**config.mk**
```make
export PLATFORM = sky130hd
export DESIGN_NAME = relay_station_chain
export DESIGN_NICKNAME = d
export VERILOG_FILES = /design/src/rtl/relay_station_chain.sv
export SDC_FILE = /design/constraint.sdc
export NUM_CORES = 1
export LEC_CHECK = 0
export BUFFER_PORTS_ARGS = -buffer_cell sky130_fd_sc_hd__buf_2
export CORE_MARGIN = 5
export CORE_UTILIZATION = 51
export CTS_BUF_LIST = sky130_fd_sc_hd__clkbuf_4 sky130_fd_sc_hd__clkbuf_8
export DETAILED_ROUTE_END_ITERATION = 8
export GPL_TIMING_DRIVEN = 0
export PLACE_DENSITY = 0.83
export SLEW_MARGIN = 5
export SYNTH_ARGS = -nofsm -noshare
export SYNTH_HDL_FRONTEND = slang
export SYNTH_SLANG_ARGS = --single-unit
```
**constraint.sdc**
```tcl
create_clock -name clk -period 2.51 [get_ports clk]
set_clock_uncertainty 0.15 [all_clocks]
set_input_delay 0.753 -clock clk [delete_from_list [all_inputs] [get_ports clk]]
set_output_delay 0.753 -clock clk [all_outputs]
set_load 0.005 [all_outputs]
```
**src/rtl/relay_station_chain.sv**
```systemverilog
// ---------------------------------------------------------------------------
// relay_station_chain
//
// A chain of STAGES valid/ready register slices used to break long routing
// paths between two valid/ready endpoints. It never drops, duplicates or
// reorders words, and it sustains one word per cycle in every mode.
//
// MODE selects the slice flavour used for every stage:
//   0 = FWD  : data/valid registered, ready combinational (1 entry, 1 cycle)
//   1 = BWD  : ready registered, data/valid pass through, skid entry (0 cycle)
//   2 = FULL : both directions registered, main + skid entry (1 cycle)
//
// Ports
//   clk        in   clock, all logic on the rising edge
//   rst        in   synchronous reset, active-high; discards all held words
//   valid_s    in   upstream valid
//   ready_s    out  upstream ready (held low while rst is high)
//   data_s     in   upstream payload
//   valid_m    out  downstream valid (held low while rst is high)
//   ready_m    in   downstream ready
//   data_m     out  downstream payload, don't-care while valid_m is low
//   occupancy  out  number of words currently held (registered)
// ---------------------------------------------------------------------------
module relay_station_chain #(
   parameter int DATA_WIDTH = 8,
   parameter int STAGES     = 1,
   parameter int MODE       = 2
) (
   input  logic                                  clk,
   input  logic                                  rst,
   input  logic                                  valid_s,
   output logic                                  ready_s,
   input  logic [DATA_WIDTH-1:0]                 data_s,
   output logic                                  valid_m,
   input  logic                                  ready_m,
   output logic [DATA_WIDTH-1:0]                 data_m,
   output logic [$clog2(2*STAGES+1)-1:0]         occupancy
);

   localparam int OW = $clog2(2*STAGES+1);

   localparam int MODE_FWD = 0;
   localparam int MODE_BWD = 1;

   // Per-stage count of entries that will be valid after the coming edge,
   // two bits per stage (a FULL slice can hold two words).
   logic [2*STAGES-1:0] cnt_all;

   logic [OW-1:0] occupancy_d;
   logic [OW-1:0] occupancy_q;

   for (genvar gi = 0; gi < STAGES; gi++) begin : g_stage
      // Slave side of this slice.
      logic                  in_valid;
      logic [DATA_WIDTH-1:0] in_data;
      logic                  up_ready;
      // Master side of this slice.
      logic                  dn_valid;
      logic [DATA_WIDTH-1:0] dn_data;
      logic                  out_ready;

      // The upstream valid is masked during reset so a BWD chain, whose
      // valid passes straight through, cannot present a word downstream.
      if (gi == 0) begin : g_head
         assign in_valid = valid_s & ~rst;
         assign in_data  = data_s;
      end else begin : g_link
         assign in_valid = g_stage[gi-1].dn_valid;
         assign in_data  = g_stage[gi-1].dn_data;
      end

      if (gi == STAGES-1) begin : g_tail
         assign out_ready = ready_m;
      end else begin : g_next
         assign out_ready = g_stage[gi+1].up_ready;
      end

      if (MODE == MODE_FWD) begin : g_fwd
         logic                  v_q;
         logic                  v_d;
         logic [DATA_WIDTH-1:0] data_q;
         logic [DATA_WIDTH-1:0] data_d;

         // The slot can take a word when it is empty or being emptied now;
         // this ready ripples combinationally through the whole chain.
         assign up_ready = ~v_q | out_ready;

         always_comb begin
            v_d    = v_q;
            data_d = data_q;
            if (in_valid && up_ready) begin
               v_d    = 1'b1;
               data_d = in_data;
            end else if (out_ready) begin
               v_d = 1'b0;
            end
         end

         always_ff @(posedge clk) begin
            if (rst) begin
               v_q <= 1'b0;
            end else begin
               v_q <= v_d;
            end
         end

         always_ff @(posedge clk) begin
            data_q <= data_d;
         end

         assign dn_valid = v_q;
         assign dn_data  = data_q;
         assign cnt_all[2*gi +: 2] = {1'b0, v_d};
      end else if (MODE == MODE_BWD) begin : g_bwd
         logic                  skid_v_q;
         logic                  skid_v_d;
         logic [DATA_WIDTH-1:0] skid_data_q;
         logic [DATA_WIDTH-1:0] skid_data_d;

         // Ready comes straight from a flop, cutting the backward path.
         assign up_ready = ~skid_v_q;

         always_comb begin
            skid_v_d    = skid_v_q;
            skid_data_d = skid_data_q;
            // A word accepted upstream while downstream refuses it must be
            // parked, since upstream already considers it delivered.
            if (in_valid && up_ready && !out_ready) begin
               skid_v_d    = 1'b1;
               skid_data_d = in_data;
            end else if (out_ready) begin
               skid_v_d = 1'b0;
            end
         end

         always_ff @(posedge clk) begin
            if (rst) begin
               skid_v_q <= 1'b0;
            end else begin
               skid_v_q <= skid_v_d;
            end
         end

         always_ff @(posedge clk) begin
            skid_data_q <= skid_data_d;
         end

         // The parked word always has priority: it is older than anything
         // upstream, and upstream is stalled while it is held.
         assign dn_valid = skid_v_q | in_valid;
         assign dn_data  = skid_v_q ? skid_data_q : in_data;
         assign cnt_all[2*gi +: 2] = {1'b0, skid_v_d};
      end else begin : g_full
         logic                  m_v_q;
         logic                  m_v_d;
         logic [DATA_WIDTH-1:0] m_data_q;
         logic [DATA_WIDTH-1:0] m_data_d;
         logic                  s_v_q;
         logic                  s_v_d;
         logic [DATA_WIDTH-1:0] s_data_q;
         logic [DATA_WIDTH-1:0] s_data_d;
         logic                  drain;
         logic                  fill;

         assign up_ready = ~s_v_q;
         assign drain    = m_v_q & out_ready;
         assign fill     = in_valid & up_ready;

         // When the skid entry is occupied the slice refuses input, so a
         // drain never coincides with a fill while both entries are full.
         always_comb begin
            m_v_d    = m_v_q;
            m_data_d = m_data_q;
            s_v_d    = s_v_q;
            s_data_d = s_data_q;
            if (drain) begin
               if (s_v_q) begin
                  m_data_d = s_data_q;
                  s_v_d    = 1'b0;
               end else if (fill) begin
                  m_data_d = in_data;
               end else begin
                  m_v_d = 1'b0;
               end
            end else if (fill) begin
               if (!m_v_q) begin
                  m_v_d    = 1'b1;
                  m_data_d = in_data;
               end else begin
                  s_v_d    = 1'b1;
                  s_data_d = in_data;
               end
            end
         end

         always_ff @(posedge clk) begin
            if (rst) begin
               m_v_q <= 1'b0;
               s_v_q <= 1'b0;
            end else begin
               m_v_q <= m_v_d;
               s_v_q <= s_v_d;
            end
         end

         always_ff @(posedge clk) begin
            m_data_q <= m_data_d;
            s_data_q <= s_data_d;
         end

         assign dn_valid = m_v_q;
         assign dn_data  = m_data_q;
         assign cnt_all[2*gi +: 2] = {1'b0, m_v_d} + {1'b0, s_v_d};
      end
   end

   // Summing the next-state valids keeps the registered occupancy equal to
   // the number of valid entries held in the slices at any given cycle.
   always_comb begin
      occupancy_d = '0;
      for (int i = 0; i < STAGES; i++) begin
         occupancy_d = occupancy_d + OW'(cnt_all[2*i +: 2]);
      end
   end

   always_ff @(posedge clk) begin
      if (rst) begin
         occupancy_q <= '0;
      end else begin
         occupancy_q <= occupancy_d;
      end
   end

   assign ready_s   = g_stage[0].up_ready & ~rst;
   assign valid_m   = g_stage[STAGES-1].dn_valid & ~rst;
   assign data_m    = g_stage[STAGES-1].dn_data;
   assign occupancy = occupancy_q;

endmodule

```
Word-level counts from Yosys, hierarchy flattened. Cells that the tools add are included.

$add $sub $neg: 1. $mul: 0. Div/mod/pow operators: 0. Magnitude comparators: 0. Equal/unequal tests: 1. Shift operators: 0. Multiplexer cells: 12. Bitwise operators: 8. Reduce and logical (&&, ||, !) cells: 4.

Operator list (count): 8-bit 2-to-1 mux (5); 1-bit 2-to-1 mux (7); 3-bit AND reduction (2); 1-bit AND (5); 2-bit nonzero test (2); 1-bit NOT (3); 1-bit by 1-bit adder with 2-bit output (1); 2-bit by 1-bit inequality test with 1-bit output, second input constant (1).

Bits in registers: 20. Bits in latches: 0. RAM bits: 0. Memory bits (read-only): 0. Input port bits: 12. Output and inout bits: 12. Memories: 0.

Logic depth before layout (Yosys ltp). Gate-level depths: netlist (run 1).

Depth in word-level cells: 7. Gate-level depth with buffers: 5. Depth with buffers taken out: 5.

Worst setup path before layout (run 1). Ideal clock, no wire load.

Path type: input to register. Start point: input port rst. End point: register g_stage[0].g_full.s_data_q[0] (enable). Arrival: 1605 ps. Slack: 370 ps. Stages: 2. Buffers on the path: 0. Cell sequence: nor2b_1 > nor3b_1.

Longest elaborated chain between the ends: 4.

Ends and longest elaborated chain: from (decl) (line 30) `input logic rst,`; 1-bit NOT (line 65) `assign in_valid = valid_s & ~rst;`; 1-bit AND (line 65); 1-bit AND (line 167) `assign fill = in_valid & up_ready;`; 3-bit AND reduction (no line); to (signal assigned) (line 208) `s_data_q <= s_data_d;`; to (decl) (line 160) `logic [DATA_WIDTH-1:0] s_data_q;`.

No other way between the ends. A chain may end at the register's enable or synchronous reset.

Worst setup path after layout (run 1).
Start point: input port rst. End point: register g_stage[0].g_full.s_data_q[5] (enable).

Same word-level chain as after synthesis.

==> flow_summary.html, run 1 <==
<table>
<tr><th>Metric</th><th>Value</th></tr>
<tr><th colspan="2">Outcome</th></tr>
<tr><td>Result of the run</td><td>finished clean</td></tr>
<tr><th colspan="2">Synthesis</th></tr>
<tr><td>Portion of the post-synthesis area used by sequential elements</td><td>0.709</td></tr>
<tr><td>Synthesized area per cell</td><td>16.1 sq um</td></tr>
<tr><td>Yosys warning count</td><td>0</td></tr>
<tr><td>Flip-flop and latch count after synthesis</td><td>20</td></tr>
<tr><td>Number of nets in the synthesized netlist</td><td>62</td></tr>
<tr><td>EDFF count, synth</td><td>16</td></tr>
<tr><td>Synthesized instance count</td><td>49</td></tr>
<tr><td>Synth unique cells</td><td>18</td></tr>
<tr><td>Proportion of synthesized flip-flops having asynchronous set or reset</td><td>0</td></tr>
<tr><td>Commonest register cell after synthesis</td><td>edfxtp_1</td></tr>
<tr><td>Post-synthesis instance area</td><td>791 sq um</td></tr>
<tr><th colspan="2">Cells and area</th></tr>
<tr><td>Most frequent cells in the layout</td><td>buf_2 (24), edfxtp_1 (16), mux2_2 (8), clkbuf_4 (4), dfxtp_1 (4)</td></tr>
<tr><td>Core Util, Final</td><td>0.642</td></tr>
<tr><td>Nets</td><td>90</td></tr>
<tr><td>N_diodes</td><td>0</td></tr>
<tr><td>Area grow syn2layout</td><td>20.9%</td></tr>
<tr><td>Ratio of cells with drive above 1 in the final layout</td><td>0.487</td></tr>
<tr><td>Fin area</td><td>956 sq um</td></tr>
<tr><td>Filler-free cell count of the finished design</td><td>92</td></tr>
<tr><td>Commonest non-fill, non-tap cell in the layout</td><td>buf_2</td></tr>
<tr><th colspan="2">Placed design</th></tr>
<tr><td>Number of port buffers</td><td>23</td></tr>
<tr><td>Final weighted congestion in routability-driven placement</td><td>0.781</td></tr>
<tr><td>Place WS</td><td>-0.0606 ns</td></tr>
<tr><td>Dpl cells</td><td>88</td></tr>
<tr><td>Total half-perimeter wirelength after legalization and detailed placement</td><td>1.03 mm</td></tr>
<tr><td>Placement Cell Area</td><td>926 sq um</td></tr>
<tr><th colspan="2">Floorplanning</th></tr>
<tr><td>Initial cell density of the core</td><td>0.531</td></tr>
<tr><td>Boundary pin count</td><td>24</td></tr>
<tr><td>X dimension of the die</td><td>49.4 microns</td></tr>
<tr><td>Area of the die</td><td>0.00244 sq mm</td></tr>
<tr><td>Vert. Die Dim</td><td>49.4 microns</td></tr>
<tr><td>Core box area</td><td>0.00149 sq mm</td></tr>
<tr><td>FP Rows</td><td>14</td></tr>
<tr><th colspan="2">STA</th></tr>
<tr><td>Crit path time final</td><td>2.28 ns</td></tr>
<tr><td>FMAX</td><td>439 MHz</td></tr>
<tr><td>Tightest hold margin</td><td>0.412 ns</td></tr>
<tr><td>Worst-case headroom to the max-slew limit</td><td>0.185</td></tr>
<tr><td>TNS Setup</td><td>0 ns</td></tr>
<tr><td>RSZ-0062 raised after global routing</td><td>false</td></tr>
<tr><td>Final hold violations</td><td>0</td></tr>
<tr><td>Fin worst setup slack</td><td>0.231 ns</td></tr>
<tr><td>Number of max-slew violations in the final report</td><td>0</td></tr>
<tr><td>Ratio of final minimum period to clock period</td><td>0.908</td></tr>
<tr><td>Slew at the pin with the worst max-slew slack</td><td>1.22 ns</td></tr>
<tr><td>Endpoints failing setup</td><td>0</td></tr>
<tr><th colspan="2">GRT</th></tr>
<tr><td>Maximum number of pins on one net before global-route repair</td><td>12</td></tr>
<tr><td>Tot GR Track Use</td><td>0.119</td></tr>
<tr><td>Wire length of the first global-routing pass</td><td>2.25 mm</td></tr>
<tr><td>Antenna violations before repair</td><td>0</td></tr>
<tr><td>Number of global-route vias before repair</td><td>471</td></tr>
<tr><td>Leftover overflow at the end of global routing</td><td>0</td></tr>
<tr><th colspan="2">Clock network</th></tr>
<tr><td>Clk pin slew, worst setup/hold paths</td><td>0.10 ns</td></tr>
<tr><td>Number of clock sinks</td><td>20</td></tr>
<tr><td>Gates resized, CTS repair</td><td>0</td></tr>
<tr><td>CTS tree</td><td>yes</td></tr>
<tr><td>Clock root buffer</td><td>clkbuf_4</td></tr>
<tr><td>Skew-Pair Late Insertion Delay</td><td>0.29 ns</td></tr>
<tr><td>Max H-tree Level</td><td>1</td></tr>
<tr><td>Setup fix buffers added after clock tree synthesis</td><td>0</td></tr>
<tr><td>Number of buffers inserted for hold repair after clock tree synthesis</td><td>0</td></tr>
<tr><td>Number of clock buffers inserted by TritonCTS</td><td>3</td></tr>
<tr><td>Max Buffers Root-to-Sink</td><td>2</td></tr>
<tr><th colspan="2">Critical path</th></tr>
<tr><td>Required time reported for the critical path endpoint</td><td>2.27 ns</td></tr>
<tr><td>Critical path arrival</td><td>2.04 ns</td></tr>
<tr><td>Crit. End Element</td><td>flip-flop</td></tr>
<tr><td>Delay of the slowest cell on the worst path</td><td>0.99 ns</td></tr>
<tr><td>Worst setup path startpoint</td><td>rst</td></tr>
<tr><td>Kind of start point of the critical path</td><td>input port</td></tr>
<tr><td>Startpoint of the most critical register-to-register path</td><td>g_stage[0].dn_valid</td></tr>
<tr><td>Worst setup path category</td><td>in -&gt; reg</td></tr>
<tr><td>Maximum fanout along the worst path</td><td>8</td></tr>
<tr><td>Sequence of cells on the critical path</td><td>buf_2, nor2b_1, nor3b_1</td></tr>
<tr><td>Slowest CP cell</td><td>nor3b_1</td></tr>
<tr><th colspan="2">Power and ir drop</th></tr>
<tr><td>Leakage power</td><td>0.384 nW</td></tr>
<tr><td>Power density over the cells</td><td>628 mW/mm^2</td></tr>
<tr><td>Total power draw</td><td>0.600 mW</td></tr>
<tr><td>Maximum vdd drop</td><td>0.000319 V</td></tr>
<tr><th colspan="2">Hold path</th></tr>
<tr><td>Min-Delay Path Class</td><td>reg -&gt; reg</td></tr>
<tr><td>Worst hold start</td><td>g_stage[0].g_full.s_data_q[7]</td></tr>
<tr><th colspan="2">Route</th></tr>
<tr><td>Pre-antenna DRT Iters</td><td>3</td></tr>
<tr><td>Remaining number of nets flagged by the antenna check after routing</td><td>0</td></tr>
<tr><td>Total DRC errors in the routed layout</td><td>0</td></tr>
<tr><td>Total vias in the final route</td><td>498</td></tr>
<tr><td>Drt initial violations</td><td>9</td></tr>
<tr><td>Routed WL</td><td>1.36 mm</td></tr>
<tr><td>Avg WL per Cell</td><td>14.8 microns</td></tr>
<tr><td>Routed vias/inst</td><td>5.41</td></tr>
<tr><th colspan="2">Run</th></tr>
<tr><td>Maximum capacitance violations</td><td>0</td></tr>
</table>
==> critical path, delay by kind of cell <==
kind	cells	cell delay [ns]
buffers and inverters	1	0.14
AND/OR/NAND/NOR	2	1.14
==> area by class of cell <==
class	count	area, sq um
flip-flops and latches	20	561
fillers	113	533
multi-input cells	26	218
repair buffers	23	115
clock buffers	4	30.0
well taps	16	20.0
inverters	2	7.51
plain buffers	1	5.00
==> per-layer routing <==
metal / share of wire / track usage / up-vias
met3: 0.055 / 0.0245 / 2
met2: 0.51 / 0.206 / 17
met5: 0 / 0 / -
met4: 0.017 / 0.0524 / 0
li1: - / - / 238
met1: 0.42 / 0.140 / 241
==> state kept, by name (all words and copies together) (netlist names) <==
register	cells
g_stage.g_full.s_data_q	8
g_stage.g_full.s_v_q	1
occupancy	2
data_m	8
g_stage.dn_valid	1
==> final timing paths <==
path	endpoint	slack [ns]	cells past startpoint
hold reg to reg	data_m[7]	0.41	1
setup reg to reg	g_stage[0].g_full.s_data_q[5]	0.29	3
setup / recovery	g_stage[0].g_full.s_data_q[5]	0.23	3
hold / removal	data_m[7]	0.41	1
==> cells in the mapped netlist (2+ instances only) <==
cell type,count,area [sq um]
edfxtp_1,16,480
mux2_2,8,90.1
dfxtp_1,4,80.1
a21oi_1,3,15.0
nor2b_1,3,18.8
inv_1,2,7.51
o21ai_0,2,10.0
==> cell families after synthesis <==
family | count (synthesis) | share of synthesized area
fa+ha+maj | 1 | 0.0158
simple gates | 9 | 0.0823
compound gates | 7 | 0.0506
flops | 20 | 0.709
mux | 9 | 0.127
buf+inv | 3 | 0.0158
==> power by group <==
group	switching [mW]	internal, mW
logic	0.0319	0.0287
clock network	0.0872	0.0725
registers	0.00464	0.375
total	0.124	0.476
No activity file was read; power rests on OpenSTA's default activity.
==> run 2, diff against run 1 <==
--- a/config.mk
+++ b/config.mk
@@ -11,7 +11,7 @@
 export CTS_BUF_LIST = sky130_fd_sc_hd__clkbuf_4 sky130_fd_sc_hd__clkbuf_8
 export DETAILED_ROUTE_END_ITERATION = 8
 export GPL_TIMING_DRIVEN = 0
-export PLACE_DENSITY = 0.83
+export PLACE_DENSITY = 0.79
 export SLEW_MARGIN = 5
 export SYNTH_ARGS = -nofsm -noshare
 export SYNTH_HDL_FRONTEND = slang
==> run 2 against run 1 <==
  * First-iteration DRC count up 11%
  * Cell count unchanged
  * Wire length down 6.5%
  * Register-to-register slack better by 0.07 ns
  * Global-route usage down 0.63 points
  * Die area unchanged
  * Clock power down 8%
  * Highest routed layer unchanged
  * Maximum frequency up 2.7%
  * Core utilization down 0.25 points
  * Design area down 0.39%
  * Largest power group unchanged
==> flow_summary.html, run 2 (same netlist as run 1, synthesis figures left out) <==
<table>
<tr><th>Metric</th><th>Value</th></tr>
<tr><th colspan="2">Floorplanning</th></tr>
<tr><td>Core box area</td><td>0.00149 sq mm (unchanged)</td></tr>
<tr><td>X dimension of the die</td><td>49.4 microns (unchanged)</td></tr>
<tr><td>Vert. Die Dim</td><td>49.4 microns (unchanged)</td></tr>
<tr><td>Area of the die</td><td>0.00244 sq mm (unchanged)</td></tr>
<tr><td>FP Rows</td><td>14 (unchanged)</td></tr>
<tr><td>Initial cell density of the core</td><td>0.531 (unchanged)</td></tr>
<tr><td>Boundary pin count</td><td>24 (unchanged)</td></tr>
<tr><th colspan="2">Cells and area</th></tr>
<tr><td>Nets</td><td>90 (unchanged)</td></tr>
<tr><td>Fin area</td><td>952 sq um (-0.39%)</td></tr>
<tr><td>Area grow syn2layout</td><td>20.4%</td></tr>
<tr><td>Most frequent cells in the layout</td><td>buf_2 (24), edfxtp_1 (16), mux2_2 (8), dfxtp_1 (4)</td></tr>
<tr><td>Layout filler cell count</td><td>116 (+2.7%)</td></tr>
<tr><td>Core Util, Final</td><td>0.639 (-0.00252)</td></tr>
<tr><td>Ratio of cells with drive above 1 in the final layout</td><td>0.474 (-0.0132)</td></tr>
<tr><td>N_diodes</td><td>0 (unchanged)</td></tr>
<tr><td>Commonest non-fill, non-tap cell in the layout</td><td>buf_2</td></tr>
<tr><th colspan="2">Placed design</th></tr>
<tr><td>Placement Cell Area</td><td>926 sq um (unchanged)</td></tr>
<tr><td>Total half-perimeter wirelength after legalization and detailed placement</td><td>987 microns (-3.9%)</td></tr>
<tr><td>Final weighted congestion in routability-driven placement</td><td>0.766 (-1.9%)</td></tr>
<tr><td>Number of port buffers</td><td>23 (unchanged)</td></tr>
<tr><th colspan="2">Critical path</th></tr>
<tr><td>Register-to-Register Setup Slack</td><td>0.36 ns (+0.07 ns)</td></tr>
<tr><td>Maximum fanout along the worst path</td><td>8 (unchanged)</td></tr>
<tr><td>Worst setup path startpoint</td><td>rst</td></tr>
<tr><td>Crit. End Element</td><td>flip-flop</td></tr>
<tr><td>Critical path arrival</td><td>1.98 ns (-0.06 ns)</td></tr>
<tr><td>Depth of the worst register-to-register path</td><td>3 (unchanged)</td></tr>
<tr><td>Capture point of the worst path</td><td>g_stage[0].g_full.s_data_q[3]</td></tr>
<tr><td>Startpoint of the most critical register-to-register path</td><td>g_stage[0].dn_valid</td></tr>
<tr><td>Critical register-to-register path endpoint</td><td>g_stage[0].g_full.s_data_q[3]</td></tr>
<tr><td>Kind of start point of the critical path</td><td>input port</td></tr>
<tr><td>Required time reported for the critical path endpoint</td><td>2.27 ns (about the same)</td></tr>
<tr><td>Worst setup path category</td><td>in -&gt; reg</td></tr>
<tr><th colspan="2">Clock network</th></tr>
<tr><td>Number of clock buffers inserted by TritonCTS</td><td>3 (unchanged)</td></tr>
<tr><td>Gates resized, CTS repair</td><td>0 (unchanged)</td></tr>
<tr><td>Clk pin slew, worst setup/hold paths</td><td>0.10 ns (about the same)</td></tr>
<tr><td>Number of clock sinks</td><td>20 (unchanged)</td></tr>
<tr><td>Number of buffers inserted for hold repair after clock tree synthesis</td><td>0 (unchanged)</td></tr>
<tr><td>CTS tree</td><td>yes</td></tr>
<tr><td>Max H-tree Level</td><td>1 (unchanged)</td></tr>
<tr><td>Clock root buffer</td><td>clkbuf_4</td></tr>
<tr><td>Skew-Pair Late Insertion Delay</td><td>0.28 ns (about the same)</td></tr>
<tr><td>Setup fix buffers added after clock tree synthesis</td><td>0 (unchanged)</td></tr>
<tr><td>Max Buffers Root-to-Sink</td><td>2 (unchanged)</td></tr>
<tr><th colspan="2">Route</th></tr>
<tr><td>Routed vias/inst</td><td>5.24 (-3.2%)</td></tr>
<tr><td>Pre-antenna DRT Iters</td><td>3 (unchanged)</td></tr>
<tr><td>Avg WL per Cell</td><td>13.8 microns (-6.5%)</td></tr>
<tr><td>Routed WL</td><td>1.27 mm (-6.5%)</td></tr>
<tr><td>Remaining number of nets flagged by the antenna check after routing</td><td>0 (unchanged)</td></tr>
<tr><td>Total DRC errors in the routed layout</td><td>0 (unchanged)</td></tr>
<tr><td>Total vias in the final route</td><td>482 (-3.2%)</td></tr>
<tr><td>Drt initial violations</td><td>10 (+1)</td></tr>
<tr><th colspan="2">STA</th></tr>
<tr><td>Crit path time final</td><td>2.22 ns (-0.0605 ns)</td></tr>
<tr><td>RSZ-0062 raised after global routing</td><td>false</td></tr>
<tr><td>Endpoints failing setup</td><td>0 (unchanged)</td></tr>
<tr><td>FMAX</td><td>451 MHz (+2.7%)</td></tr>
<tr><td>Number of max-slew violations in the final report</td><td>0 (unchanged)</td></tr>
<tr><td>Ratio of final minimum period to clock period</td><td>0.884 (-0.0241)</td></tr>
<tr><td>Worst-case headroom to the max-slew limit</td><td>0.216 (+0.0310)</td></tr>
<tr><td>Final hold violations</td><td>0 (unchanged)</td></tr>
<tr><td>Slew at the pin with the worst max-slew slack</td><td>1.17 ns (-0.0464 ns)</td></tr>
<tr><th colspan="2">Power and ir drop</th></tr>
<tr><td>Leakage power</td><td>0.381 nW (-0.79%)</td></tr>
<tr><td>Maximum vdd drop</td><td>0.000349 V (+9.4%)</td></tr>
<tr><td>Power density over the cells</td><td>616 mW/mm^2 (-1.9%)</td></tr>
<tr><th colspan="2">GRT</th></tr>
<tr><td>Wire length of the first global-routing pass</td><td>2.17 mm (-3.7%)</td></tr>
<tr><td>Antenna violations before repair</td><td>0 (unchanged)</td></tr>
<tr><td>Tot GR Track Use</td><td>0.113 (-0.00629)</td></tr>
<tr><td>Maximum number of pins on one net before global-route repair</td><td>12 (unchanged)</td></tr>
<tr><td>Leftover overflow at the end of global routing</td><td>0 (unchanged)</td></tr>
<tr><td>Number of global-route vias before repair</td><td>499 (+5.9%)</td></tr>
<tr><th colspan="2">Run</th></tr>
<tr><td>Maximum capacitance violations</td><td>0 (unchanged)</td></tr>
<tr><th colspan="2">Outcome</th></tr>
<tr><td>Result of the run</td><td>finished clean</td></tr>
<tr><th colspan="2">Hold path</th></tr>
<tr><td>Min-Delay Path Class</td><td>reg -&gt; reg</td></tr>
<tr><td>Worst hold start</td><td>g_stage[0].g_full.s_data_q[3]</td></tr>
</table>
-- run 2: changes by cell type in the layout (fill, tap and decap cells not counted), sizes merged --
cell / before / now
clkinv: 0 / 1
clkbuf: 4 / 3
-- run 2: layout make-up --
type / count / area, sq um / area share
Tap cell: 16 / 20.0 / 0.0210
Multi-Input combinational cell: 26 / 218 / 0.229
Inverter: 2 / 7.51 / 0.00788
Clock inverter: 1 / 3.75 / 0.00394
Timing Repair Buffer: 23 / 115 / 0.121
Sequential cell: 20 / 561 / 0.589
Clock buffer: 3 / 22.5 / 0.0237
Buffer: 1 / 5.00 / 0.00526
-- run 2: routing by layer --
| metal | global-route usage | vias up | wire length (microns) |
|---|---|---|---|
| met1 | 0.128 | 230 | 532 |
| met4 | 0.0393 | 0 | 9 |
| met2 | 0.197 | 10 | 656 |
| met5 | 0 | - | 0 |
| li1 | - | 240 | - |
| met3 | 0.0336 | 2 | 71 |
-- run 2: how the worst min path moves through the flow --
| stage | cells after the start | slack [ns] | to |
|---|---|---|---|
| after floorplan | 1 | 0.37 | data_m[0] |
| after global placement | 1 | 0.38 | data_m[7] |
| after detailed placement | 1 | 0.39 | data_m[6] |
| after CTS | 1 | 0.42 | data_m[6] |
| after global routing | 1 | 0.43 | data_m[6] |
| final | 1 | 0.41 | data_m[3] |
-- run 2: through the flow --
| step | power (mW) | setup TNS, ns | hold WS, ns | cells | setup WS (ns) |
|---|---|---|---|---|---|
| 3_3_place_gp | 0.445 | -0.454 | 0.380 | 88 | -0.0569 |
| 2_1_floorplan | 0.417 | 0 | 0.375 | 49 | 0.370 |
| 6_report | 0.586 | 0 | 0.412 | 92 | 0.291 |
| 3_5_place_dp | 0.448 | -0.537 | 0.389 | 88 | -0.0673 |
| 4_1_cts | 0.595 | 0 | 0.415 | 92 | 0.232 |
| 5_1_grt | 0.621 | 0 | 0.434 | 92 | 0.133 |
-- run 2: critical path, stage by stage --
cell and delay [ns]:
buf_2 0.14, nor2b_1 0.13, nor3b_1 0.95
-- run 2: report_power, final --
| group | switching [mW] | internal, mW | leakage (nW) |
|---|---|---|---|
| clock | 0.0894 | 0.0577 | 0.0154 |
| sequential | 0.00433 | 0.375 | 0.180 |
| combinational | 0.0311 | 0.0287 | 0.185 |
==> run 3, diff against run 2 <==
--- a/config.mk
+++ b/config.mk
@@ -6,7 +6,7 @@
 export NUM_CORES = 1
 export LEC_CHECK = 0
 export BUFFER_PORTS_ARGS = -buffer_cell sky130_fd_sc_hd__buf_2
-export CORE_MARGIN = 5
+export CORE_MARGIN = 3
 export CORE_UTILIZATION = 51
 export CTS_BUF_LIST = sky130_fd_sc_hd__clkbuf_4 sky130_fd_sc_hd__clkbuf_8
 export DETAILED_ROUTE_END_ITERATION = 8
==> run 3 against run 2 <==
  * Design area increased by 2.6%
  * Worst setup slack barely moved
  * Sequential share of layout area is 1.5 points lower
  * Sequential power is essentially flat
  * Global-route usage rose by 1.5 points
  * Worst hold slack lost 0.0039 ns
  * Maximum frequency hardly changed
  * Wire length is 5.1% lower
  * Total power increased by 18%
  * Non-clock buffer count stayed put
  * Critical path type unchanged
  * Largest cell class unchanged
  * Highest routed layer unchanged
==> flow_summary.html, run 3 (same netlist as run 1, synthesis figures left out) <==
<table>
<tr><th>Metric</th><th>Value</th></tr>
<tr><th colspan="2">Floorplanning</th></tr>
<tr><td>Boundary pin count</td><td>24 (unchanged)</td></tr>
<tr><td>FP Rows</td><td>13 (-1)</td></tr>
<tr><td>X dimension of the die</td><td>45.4 microns (-8.1%)</td></tr>
<tr><td>Vert. Die Dim</td><td>45.4 microns (-8.1%)</td></tr>
<tr><td>Core box area</td><td>0.00138 sq mm (-7.1%)</td></tr>
<tr><td>Initial cell density of the core</td><td>0.572 (+0.0409)</td></tr>
<tr><td>Area of the die</td><td>0.00206 sq mm (-16%)</td></tr>
<tr><th colspan="2">STA</th></tr>
<tr><td>Ratio of final minimum period to clock period</td><td>0.884 (about the same)</td></tr>
<tr><td>RSZ-0062 raised after global routing</td><td>false</td></tr>
<tr><td>TNS Setup</td><td>0 ns (unchanged)</td></tr>
<tr><td>Endpoints failing setup</td><td>0 (unchanged)</td></tr>
<tr><td>FMAX</td><td>451 MHz (about the same)</td></tr>
<tr><td>Number of max-slew violations in the final report</td><td>0 (unchanged)</td></tr>
<tr><td>Tightest hold margin</td><td>0.408 ns (-0.00391 ns)</td></tr>
<tr><td>Fin worst setup slack</td><td>0.292 ns (+0.000380 ns)</td></tr>
<tr><td>Final hold violations</td><td>0 (unchanged)</td></tr>
<tr><td>Worst-case headroom to the max-slew limit</td><td>0.222 (+0.00655)</td></tr>
<tr><td>Crit path time final</td><td>2.22 ns (-0.000380 ns)</td></tr>
<tr><td>Slew at the pin with the worst max-slew slack</td><td>1.16 ns (-0.00980 ns)</td></tr>
<tr><th colspan="2">Hold path</th></tr>
<tr><td>Min-Delay Path Class</td><td>reg -&gt; reg</td></tr>
<tr><th colspan="2">Cells and area</th></tr>
<tr><td>Area grow syn2layout</td><td>23.6%</td></tr>
<tr><td>Multi-input logic area</td><td>218 sq um (unchanged)</td></tr>
<tr><td>Commonest non-fill, non-tap cell in the layout</td><td>buf_2</td></tr>
<tr><td>Core Util, Final</td><td>0.707 (+0.0673)</td></tr>
<tr><td>Filler-free cell count of the finished design</td><td>91 (-1.1%)</td></tr>
<tr><td>Ratio of cells with drive above 1 in the final layout</td><td>0.487 (+0.0132)</td></tr>
<tr><td>N_diodes</td><td>0 (unchanged)</td></tr>
<tr><td>Fin area</td><td>977 sq um (+2.6%)</td></tr>
<tr><td>Most frequent cells in the layout</td><td>buf_2 (24), edfxtp_1 (16), mux2_2 (8), dfxtp_1 (4)</td></tr>
<tr><td>Nets</td><td>90 (unchanged)</td></tr>
<tr><td>Register cell area after layout</td><td>561 sq um (unchanged)</td></tr>
<tr><td>Layout filler cell count</td><td>105 (-9.5%)</td></tr>
<tr><th colspan="2">Route</th></tr>
<tr><td>Routed WL</td><td>1.21 mm (-5.1%)</td></tr>
<tr><td>Drt initial violations</td><td>5 (-5)</td></tr>
<tr><td>Remaining number of nets flagged by the antenna check after routing</td><td>0 (unchanged)</td></tr>
<tr><td>Routed vias/inst</td><td>5.48 (+4.7%)</td></tr>
<tr><td>Pre-antenna DRT Iters</td><td>4 (+1)</td></tr>
<tr><td>Avg WL per Cell</td><td>13.2 microns (-4.1%)</td></tr>
<tr><td>Total vias in the final route</td><td>499 (+3.5%)</td></tr>
<tr><td>Total DRC errors in the routed layout</td><td>0 (unchanged)</td></tr>
<tr><th colspan="2">Critical path</th></tr>
<tr><td>Required time reported for the critical path endpoint</td><td>2.28 ns (about the same)</td></tr>
<tr><td>Worst setup path category</td><td>in -&gt; reg</td></tr>
<tr><td>Critical path arrival</td><td>1.98 ns (about the same)</td></tr>
<tr><td>Kind of start point of the critical path</td><td>input port</td></tr>
<tr><td>Maximum fanout along the worst path</td><td>8 (unchanged)</td></tr>
<tr><td>Crit. End Element</td><td>flip-flop</td></tr>
<tr><th colspan="2">Power and ir drop</th></tr>
<tr><td>Power density over the cells</td><td>711 mW/mm^2 (+15%)</td></tr>
<tr><td>Leakage power</td><td>0.393 nW (+3.3%)</td></tr>
<tr><td>Total power draw</td><td>0.695 mW (+18%)</td></tr>
<tr><td>Maximum vdd drop</td><td>0.000422 V (+21%)</td></tr>
<tr><th colspan="2">Placed design</th></tr>
<tr><td>Dpl cells</td><td>87 (-1.1%)</td></tr>
<tr><td>Placement Cell Area</td><td>925 sq um (-0.14%)</td></tr>
<tr><td>Final weighted congestion in routability-driven placement</td><td>0.673 (-12%)</td></tr>
<tr><td>Total half-perimeter wirelength after legalization and detailed placement</td><td>895 microns (-9.4%)</td></tr>
<tr><td>Place WS</td><td>-0.0585 ns (+0.00882 ns)</td></tr>
<tr><td>Number of port buffers</td><td>23 (unchanged)</td></tr>
<tr><th colspan="2">Clock network</th></tr>
<tr><td>Skew-Pair Late Insertion Delay</td><td>0.29 ns (about the same)</td></tr>
<tr><td>Clk pin slew, worst setup/hold paths</td><td>0.12 ns (+0.02 ns)</td></tr>
<tr><td>Number of buffers inserted for hold repair after clock tree synthesis</td><td>0 (unchanged)</td></tr>
<tr><td>Setup fix buffers added after clock tree synthesis</td><td>0 (unchanged)</td></tr>
<tr><td>Number of clock buffers inserted by TritonCTS</td><td>3 (unchanged)</td></tr>
<tr><td>Gates resized, CTS repair</td><td>0 (unchanged)</td></tr>
<tr><td>CTS tree</td><td>yes</td></tr>
<tr><td>Max Buffers Root-to-Sink</td><td>2 (unchanged)</td></tr>
<tr><td>Max H-tree Level</td><td>1 (unchanged)</td></tr>
<tr><td>Number of clock sinks</td><td>20 (unchanged)</td></tr>
<tr><td>Clock root buffer</td><td>clkbuf_4</td></tr>
<tr><th colspan="2">GRT</th></tr>
<tr><td>Tot GR Track Use</td><td>0.128 (+0.0149)</td></tr>
<tr><td>Antenna violations before repair</td><td>0 (unchanged)</td></tr>
<tr><td>Number of global-route vias before repair</td><td>423 (-15%)</td></tr>
<tr><td>Wire length of the first global-routing pass</td><td>1.83 mm (-16%)</td></tr>
<tr><td>Maximum number of pins on one net before global-route repair</td><td>13 (+1)</td></tr>
<tr><td>Leftover overflow at the end of global routing</td><td>0 (unchanged)</td></tr>
<tr><th colspan="2">Run</th></tr>
<tr><td>Maximum capacitance violations</td><td>0 (unchanged)</td></tr>
<tr><th colspan="2">Outcome</th></tr>
<tr><td>Result of the run</td><td>finished clean</td></tr>
</table>
run 3: cell count changes in the layout (fill, tap and decap cells not counted), sizes merged:
| cell | before | now |
|---|---|---|
| clkinv | 1 | 0 |
| bufinv | 0 | 1 |
run 3: metal layers:
layer / up-vias / routed length, microns / track usage
met1: 236 / 494 / 0.163
met2: 21 / 590 / 0.195
li1: 238 / - / -
met3: 4 / 96 / 0.0356
met5: - / 0 / 0
met4: 0 / 24 / 0.0702
run 3: report_power, final:
part           internal, mW  total (mW)  switching, mW
Clock                 0.161       0.256         0.0951
Sequential            0.375       0.380        0.00454
Combinational        0.0285      0.0584         0.0299
Total                 0.565       0.695          0.130
run 3: critical path: stages:
cell	delay (ns)
buf_2	0.14
nor2b_1	0.14
nor3b_1	0.95
run 3: final cells by class:
| type | count | area share |
|---|---|---|
| clock inverter | 1 | 0.0307 |
| sequential | 20 | 0.574 |
| inverter | 2 | 0.00768 |
| tap | 15 | 0.0192 |
| clock buffer | 3 | 0.0230 |
| timing repair buffer | 23 | 0.118 |
| buffer | 1 | 0.00512 |
| multi-input combinational | 26 | 0.223 |
run 3: final timing paths:
check	startpoint	end	slack, ns	cells after the start
max	rst	g_stage[0].g_full.s_data_q[6]	0.29	3
min	g_stage[0].g_full.s_data_q[6]	data_m[6]	0.41	1
max reg2reg	g_stage[0].dn_valid	g_stage[0].g_full.s_data_q[6]	0.35	3
min reg2reg	g_stage[0].g_full.s_data_q[6]	data_m[6]	0.41	1
